===== config.mk =====
export PLATFORM = sky130hd
export DESIGN_NAME = icache_refill
export DESIGN_NICKNAME = d
export VERILOG_FILES = /design/src/rtl/icache_pkg.sv /design/src/rtl/icache_refill.sv
export SDC_FILE = /design/constraint.sdc
export NUM_CORES = 1
export LEC_CHECK = 0
export ABC_AREA = 1
export CELL_PAD_IN_SITES_DETAIL_PLACEMENT = 0
export CELL_PAD_IN_SITES_GLOBAL_PLACEMENT = 1
export CORE_MARGIN = 2
export CORE_UTILIZATION = 40
export DETAILED_ROUTE_END_ITERATION = 12
export DONT_BUFFER_PORTS = 1
export PLACE_DENSITY_LB_ADDON = 0.25
export SYNTH_ARGS = -nofsm -noshare
export SYNTH_HDL_FRONTEND = slang
export SYNTH_SLANG_ARGS = --single-unit

===== constraint.sdc =====
create_clock -name clk -period 1.55 [get_ports clk]
set_input_delay 0.3875 -clock clk [delete_from_list [all_inputs] [get_ports clk]]
set_output_delay 0.3875 -clock clk [all_outputs]
set_load 0.01 [all_outputs]

===== src/rtl/icache_pkg.sv =====
// Shared constants and state encoding for the instruction-cache refill engine.
`timescale 1ns/1ps
package icache_pkg;

  localparam int unsigned ICACHE_LINE_BYTES = 32;
  localparam int unsigned ICACHE_SETS       = 128;
  localparam int unsigned ICACHE_WAYS       = 2;
  localparam int unsigned TAG_W             = 20;
  localparam int unsigned BEATS_PER_LINE    = 8;

  localparam logic [1:0] AXI_BURST_INCR = 2'b01;
  localparam logic [1:0] AXI_RESP_OKAY  = 2'b00;

  typedef enum logic [1:0] {
    StIdle,
    StAddr,
    StData,
    StTag
  } state_e;

endpackage


===== src/rtl/icache_refill.sv =====
// Instruction-cache line refill: one 8-beat AXI4 INCR read per miss, 32-bit beats packed
// into 64-bit data RAM words, followed by a single tag RAM write and a done pulse.
`timescale 1ns/1ps
module icache_refill
  import icache_pkg::*;
#(
  parameter logic [3:0] AXI_ID = 4'd0
) (
  input  logic        clk,
  input  logic        rst_n,
  input  logic        refill_req_i,
  input  logic [31:0] refill_addr_i,
  input  logic        refill_way_i,
  output logic        refill_ack_o,
  output logic        refill_busy_o,
  output logic        refill_done_o,
  output logic        refill_error_o,
  output logic        axi_arvalid_o,
  output logic [31:0] axi_araddr_o,
  output logic [3:0]  axi_arid_o,
  output logic [7:0]  axi_arlen_o,
  output logic [1:0]  axi_arburst_o,
  input  logic        axi_arready_i,
  input  logic        axi_rvalid_i,
  input  logic [31:0] axi_rdata_i,
  input  logic [1:0]  axi_rresp_i,
  input  logic        axi_rlast_i,
  output logic        axi_rready_o,
  output logic [9:0]  data_ram_addr_o,
  output logic [63:0] data_ram_data_o,
  output logic        data_ram_wr_o,
  output logic [6:0]  tag_ram_addr_o,
  output logic [20:0] tag_ram_data_o,
  output logic        tag_ram_wr_o
);

  state_e      state_q;
  logic [26:0] line_q;   // addr[31:5]: {tag, set}
  logic        way_q;
  logic [2:0]  cnt_q;
  logic [31:0] low_q;
  logic        err_q;

  logic beat;
  logic beat_last;
  logic beat_err;
  logic unused_addr;

  assign unused_addr = ^refill_addr_i[4:0];

  assign beat      = (state_q == StData) && axi_rvalid_i;
  // Beat 7 always ends the burst; an rlast before it cuts the burst short.
  assign beat_last = (cnt_q == 3'd7) || axi_rlast_i;
  // Bad response, rlast missing on beat 7, or rlast arriving early.
  assign beat_err  = (axi_rresp_i != AXI_RESP_OKAY) || ((cnt_q == 3'd7) != axi_rlast_i);

  // Refill FSM with beat counter, low-half capture and sticky error flag.
  always_ff @(posedge clk or negedge rst_n) begin
    if (!rst_n) begin
      state_q <= StIdle;
      line_q  <= '0;
      way_q   <= 1'b0;
      cnt_q   <= '0;
      low_q   <= '0;
      err_q   <= 1'b0;
    end else begin
      unique case (state_q)
        StIdle: begin
          if (refill_req_i) begin
            line_q  <= refill_addr_i[31:5];
            way_q   <= refill_way_i;
            err_q   <= 1'b0;
            state_q <= StAddr;
          end
        end
        StAddr: begin
          if (axi_arready_i) begin
            cnt_q   <= '0;
            state_q <= StData;
          end
        end
        StData: begin
          if (beat) begin
            if (!cnt_q[0]) low_q <= axi_rdata_i;
            cnt_q <= cnt_q + 3'd1;
            if (beat_err) err_q <= 1'b1;
            if (beat_last) state_q <= StTag;
          end
        end
        StTag: begin
          state_q <= StIdle;
        end
        default: state_q <= StIdle;
      endcase
    end
  end

  // Handshake and status outputs decoded from the state register.
  always_comb begin
    refill_ack_o   = (state_q == StIdle) && refill_req_i;
    refill_busy_o  = (state_q != StIdle);
    axi_arvalid_o  = (state_q == StAddr);
    axi_araddr_o   = axi_arvalid_o ? {line_q, 5'b0} : 32'h0;
    axi_arid_o     = AXI_ID;
    axi_arlen_o    = 8'(BEATS_PER_LINE - 1);
    axi_arburst_o  = AXI_BURST_INCR;
    axi_rready_o   = (state_q == StData);
    tag_ram_wr_o   = (state_q == StTag);
    refill_done_o  = tag_ram_wr_o;
    refill_error_o = tag_ram_wr_o && err_q;
    tag_ram_addr_o = tag_ram_wr_o ? line_q[6:0] : 7'h0;
    tag_ram_data_o = tag_ram_wr_o ? {~err_q, line_q[26 -: TAG_W]} : 21'h0;
  end

  // Data RAM write on every odd beat, combinational with the accepted beat.
  always_comb begin
    data_ram_wr_o   = beat && cnt_q[0];
    data_ram_addr_o = data_ram_wr_o ? {way_q, line_q[6:0], cnt_q[2:1]} : 10'h0;
    data_ram_data_o = data_ram_wr_o ? {axi_rdata_i, low_q} : 64'h0;
  end

endmodule


* Word-level counts from Yosys, hierarchy flattened
Index checks and enable logic that the tools add are counted.
Storage, ports and cells: logic and storage cells 52, output and inout bits 156, register bits after elaboration 66, input port bits 73
Cells by class: multiplexer cells 17, equal/unequal tests 10, bitwise gates (word level) 2, $add $sub $neg 1, reduce and logical (&&, ||, !) cells 16
Operators with widths (number):
- $mux W64 | 1
- $mux W32 | 1
- $mux W21 | 1
- $mux W10 | 1
- $mux W2 | 4
- $ne A2 B1 Y1 const B | 4
- $pmux W2 S4 | 1
- $reduce_and A4 Y1 | 2
- $reduce_bool A2 Y1 | 4
- $mux W7 | 1
- $mux W3 | 2
- $pmux W3 S2 | 1
- $reduce_and A3 Y1 | 2
- $eq A2 B2 Y1 const B | 2
- $logic_and A1 B1 Y1 | 4
- $add A3 B1 Y3 const B | 1
- $eq A3 B3 Y1 const B | 1
- $mux W1 | 3
- $eq A2 B1 Y1 const B | 1
- $logic_not A2 Y1 | 1
- $logic_or A1 B1 Y1 | 2
- $ne A2 B2 Y1 const B | 1
- $not A1 Y1 | 2
- $pmux W1 S2 | 1
- other kinds (2) | 2

* Depth between registers and ports, before layout
depth after elaboration 6, depth in mapped cells 9, mapped depth without buffers 9

* Least setup slack after synthesis
No wires, ideal clock.
path type reg2out, from register state_q[0], to output data_ram_addr_o[6], path buffers 3, arrival 1463 ps, setup slack -300 ps, cell stages (with the launch flop) 10, required time 1162 ps, cells stage by stage dfrtp_1 > inv_1 > ha_1 > buf_6 > nand2_2 > nor2_4 > inv_2 > buf_6 > buf_12 > nor2_4
On the way: longest elaborated chain between the ends 4
RTL lines:
- from (decl) | line icache_refill.sv:37 | state_e state_q;
- from (signal assigned) | line icache_refill.sv:60 | state_q <= StIdle;
- from (signal assigned) | line icache_refill.sv:73 | state_q <= StAddr;
- from (signal assigned) | line icache_refill.sv:79 | state_q <= StData;
- $eq A2 B2 Y1
- named net axi_rready_o | line icache_refill.sv:28 | output logic axi_rready_o,
- $logic_and A1 B1 Y1 | line icache_refill.sv:51 | assign beat = (state_q == StData) && axi_rvalid_i;
- $logic_and A1 B1 Y1 | line icache_refill.sv:117 | data_ram_wr_o = beat && cnt_q[0];
- named net data_ram_wr_o | line icache_refill.sv:31 | output logic data_ram_wr_o,
- $mux W10 | line icache_refill.sv:118 | data_ram_addr_o = data_ram_wr_o ? {way_q, line_q[6:0], cnt_q[2:1]} : 10'h0;
- to (decl) | line icache_refill.sv:29 | output logic [9:0] data_ram_addr_o,
The timed path passes the listed nets, and every way through them passes these cells.

* Worst setup path in the final report
from register state_q[0], to output data_ram_data_o[13]
On the way: longest elaborated chain between the ends 4
RTL lines:
- $eq A2 B2 Y1 | line icache_refill.sv:51
- $logic_and A1 B1 Y1 | line icache_refill.sv:51
- $logic_and A1 B1 Y1 | line icache_refill.sv:117
- $mux W64 | line icache_refill.sv:119 | data_ram_data_o = data_ram_wr_o ? {axi_rdata_i, low_q} : 64'h0;
- to (decl) | line icache_refill.sv:30 | output logic [63:0] data_ram_data_o,
No other way between the ends.

==> metrics <==
Reg2Reg Depth 12; critical path required time between 1 and 1.5 ns; Post-DRT Antenna Nets 0; crit path launch type register; Area Growth Syn to Fin 30.3%; initial DRC count approximately 180; first-pass GRT wire length approximately 16000 um; reg2reg start state_q[0]$_DFFE_PN0P_; DP HPWL between 6000 and 7000 um; routed vias 3341; # Max-Cap Violations 0; Final WS setup -0.433 ns; CP arrival about 1.6 ns; Root Buffer clkbuf_8; Fillers just over 1000; Final Cell Area around 5600 um^2; final setup vio count roughly 150; crit path max-delay cell type dfrtp_1; dpl cell area approximately 4600 um^2; Post-Place Setup Slack -0.350 ns; H-tree levels 3; Nets 689; Syn Area/Cell 7.61 um^2; vias per std cell between 4 and 5; synth warn 0; Final Power 10.2 mW; IO Count 229; Worst-path clk slew roughly 0.08 ns; Pwr Density between 1500 and 2000 nW/um^2; reg2reg end state_q[1]$_DFFE_PN0P_; gr ovfl total 0; routed length per instance approximately 14 um; status finished, violations left; Max Freq around 500 MHz; Worst Skew about 0.013 ns; CP peak stage delay about 0.40 ns; worst min-delay path category input port to async pin; CTS max path bufs 2; drt drc 0; routability cong. 0.722; post-route insts no fill 754; reg2reg setup slack -0.10 ns; Core Rows 38; FF+latch count, synth 66; Sink Count between 60 and 70; final WL 10800 um; Die H about 110 um; post-synthesis sequential area ratio between 30% and 40%; Die W between 100 and 150 um; initial antenna violation count 0; final period utilization 128%; share of cells above drive strength 1 43.8%; clk_lat worst skew ~0.33 ns; Final Slew Violations 0; crit path max fanout 7; drt pass-1 iters 4; IO buf count 0; TritonCTS clock tree built; number of diodes 0; violated checks negative hold slack, negative setup slack; post-synth design cell area ~4300 um^2; core area roughly 11000 um^2; Netlist cell types 19; RSZ-0062 raised after global routing yes; dpl cells slightly above 700; Peak VDD IR 1030 uV; total global-route track usage approximately 17%; largest net degree at the start of global routing 67; vias in the first global route slightly above 3000; DIE AREA 11700 um^2; crit path time final approximately 2 ns; Critical Path Sink Type output pin; Worst Setup Path Type register to output pin; synthesized instance count 570; total CTS buffers 9; Leak between 2 and 3 nW; worst path cell trace inv_2, ha_4, nand2_4, nor2_4, buf_12, inv_8, buf_12, nor2_4; Initial Utilization 40.5%; Hold Slack -0.255 ns; Final Hold Fails 66
registers in the layout, indices dropped and copies added, names as in the netlist:
name and count:
low_q 32, line_q 27, cnt_q 3, state_q 2, err_q 1, way_q 1
how the worst max path moves through the flow:
stage                                      start             endpoint  slack [ns]  depth (start not counted)
final                     state_q[0]$_DFFE_PN0P_  data_ram_data_o[13]       -0.43                          8
after floorplan           state_q[0]$_DFFE_PN0P_   data_ram_addr_o[6]       -0.27                          9
after global routing      state_q[0]$_DFFE_PN0P_  data_ram_data_o[12]       -0.51                          8
after CTS                 state_q[0]$_DFFE_PN0P_   data_ram_data_o[6]       -0.47                          8
after detailed placement  state_q[0]$_DFFE_PN0P_   data_ram_data_o[0]       -0.35                          7
after global placement    state_q[0]$_DFFE_PN0P_  data_ram_data_o[35]       -0.32                          7
kinds of logic (layout without fill, tap and decap cells):
family,count (synthesis),after routing,share of synthesized area (%)
flip-flops,66,66,38.1
other,2,19,0.173
AND/OR/NAND/NOR,263,263,33.6
buffers and inverters,188,215,21.0
adder cells (fa/ha/maj),7,7,2.02
AO/OA/AOI/OAI,44,44,5.14
where the power goes:
part	internal (mW)	total, mW	leakage, nW	switching [mW]
sequential	2.51	3.14	0.828	0.635
combinational	2.30	5.42	1.99	3.13
clock	0.946	1.61	0.109	0.661
stage by stage:
step	hold WS (ns)	utilization [%]	TNS (ns)
after floorplan	0.0919	-	-19.50
after global placement	0.0939	42.7	-16.21
after detailed placement	0.0944	42.7	-18.62
after CTS	-0.276	49.2	-52.86
after global routing	-0.287	52.8	-64.06
final	-0.255	52.8	-52.05
synthesized netlist by cell type:
cell      number  area share [%]
nand3_2        1            0.23
buf_2         12             1.4
dfrtp_1       66              38
nand3_1        1            0.12
o211ai_1       1            0.17
inv_2          2            0.17
ha_1           7             2.0
buf_6          2            0.52
clkbuf_1       6            0.52
o21ai_0       43             5.0
inv_1        140              12
nor2_4        61              16
nand4_1        1            0.14
nand2_1      176              15
nor2_1        22             1.9
buf_12         6             2.8
nand2_2        1            0.14
buf_4         20             3.5
conb_1         2            0.17
critical path, delay by kind of cell, from the launching register on:
kind,cells,cell delay [ns]
adder cells (fa/ha/maj),1,0.14
buffers and inverters,4,0.46
flip-flops,1,0.40
AND/OR/NAND/NOR,3,0.26
cells in the final DEF (no fill, tap or decap), types with 4 or more instances in the layout:
cell type	n
nand2_2	39
inv_1	82
buf_4	20
ha_4	4
nor2_1	5
buf_16	6
nand2_1	127
dfrtp_1	66
nor2_4	78
inv_2	55
clkbuf_16	4
clkbuf_8	10
o21ai_0	40
buf_6	11
conb_1	19
nand2_4	10
buf_12	10
layout make-up:
cell class,instances,area [um^2],share of cell area (%)
multi-input combinational,333,2220,39.2
timing repair buffer,53,769,13.6
timing repair inverter,4,51.3,0.908
sequential,66,1650,29.2
inverter,142,567,10.0
clock inverter,5,77.6,1.37
tap,140,175,3.10
clock buffer,11,141,2.50
metal layers:
| layer | wire [um] | global-route usage [%] | vias up |
|---|---|---|---|
| met1 | 4530 | 21.3 | 1535 |
| met2 | 5330 | 29.7 | 144 |
| met5 | 0 | 0 | - |
| met3 | 802 | 5.61 | 7 |
| li1 | - | - | 1655 |
| met4 | 90 | 3.30 | 0 |
what timing repair did:
action | CTS | global route
pin swaps | 10 | 17
cloned | 9 | 4
endpoints found under the hold margin | 66 | 66
gates resized for setup | 84 | 111
buffers inserted | 8 | 7
endpoints found under the setup margin | 146 | 163
No activity file was read; power rests on OpenSTA's default activity.
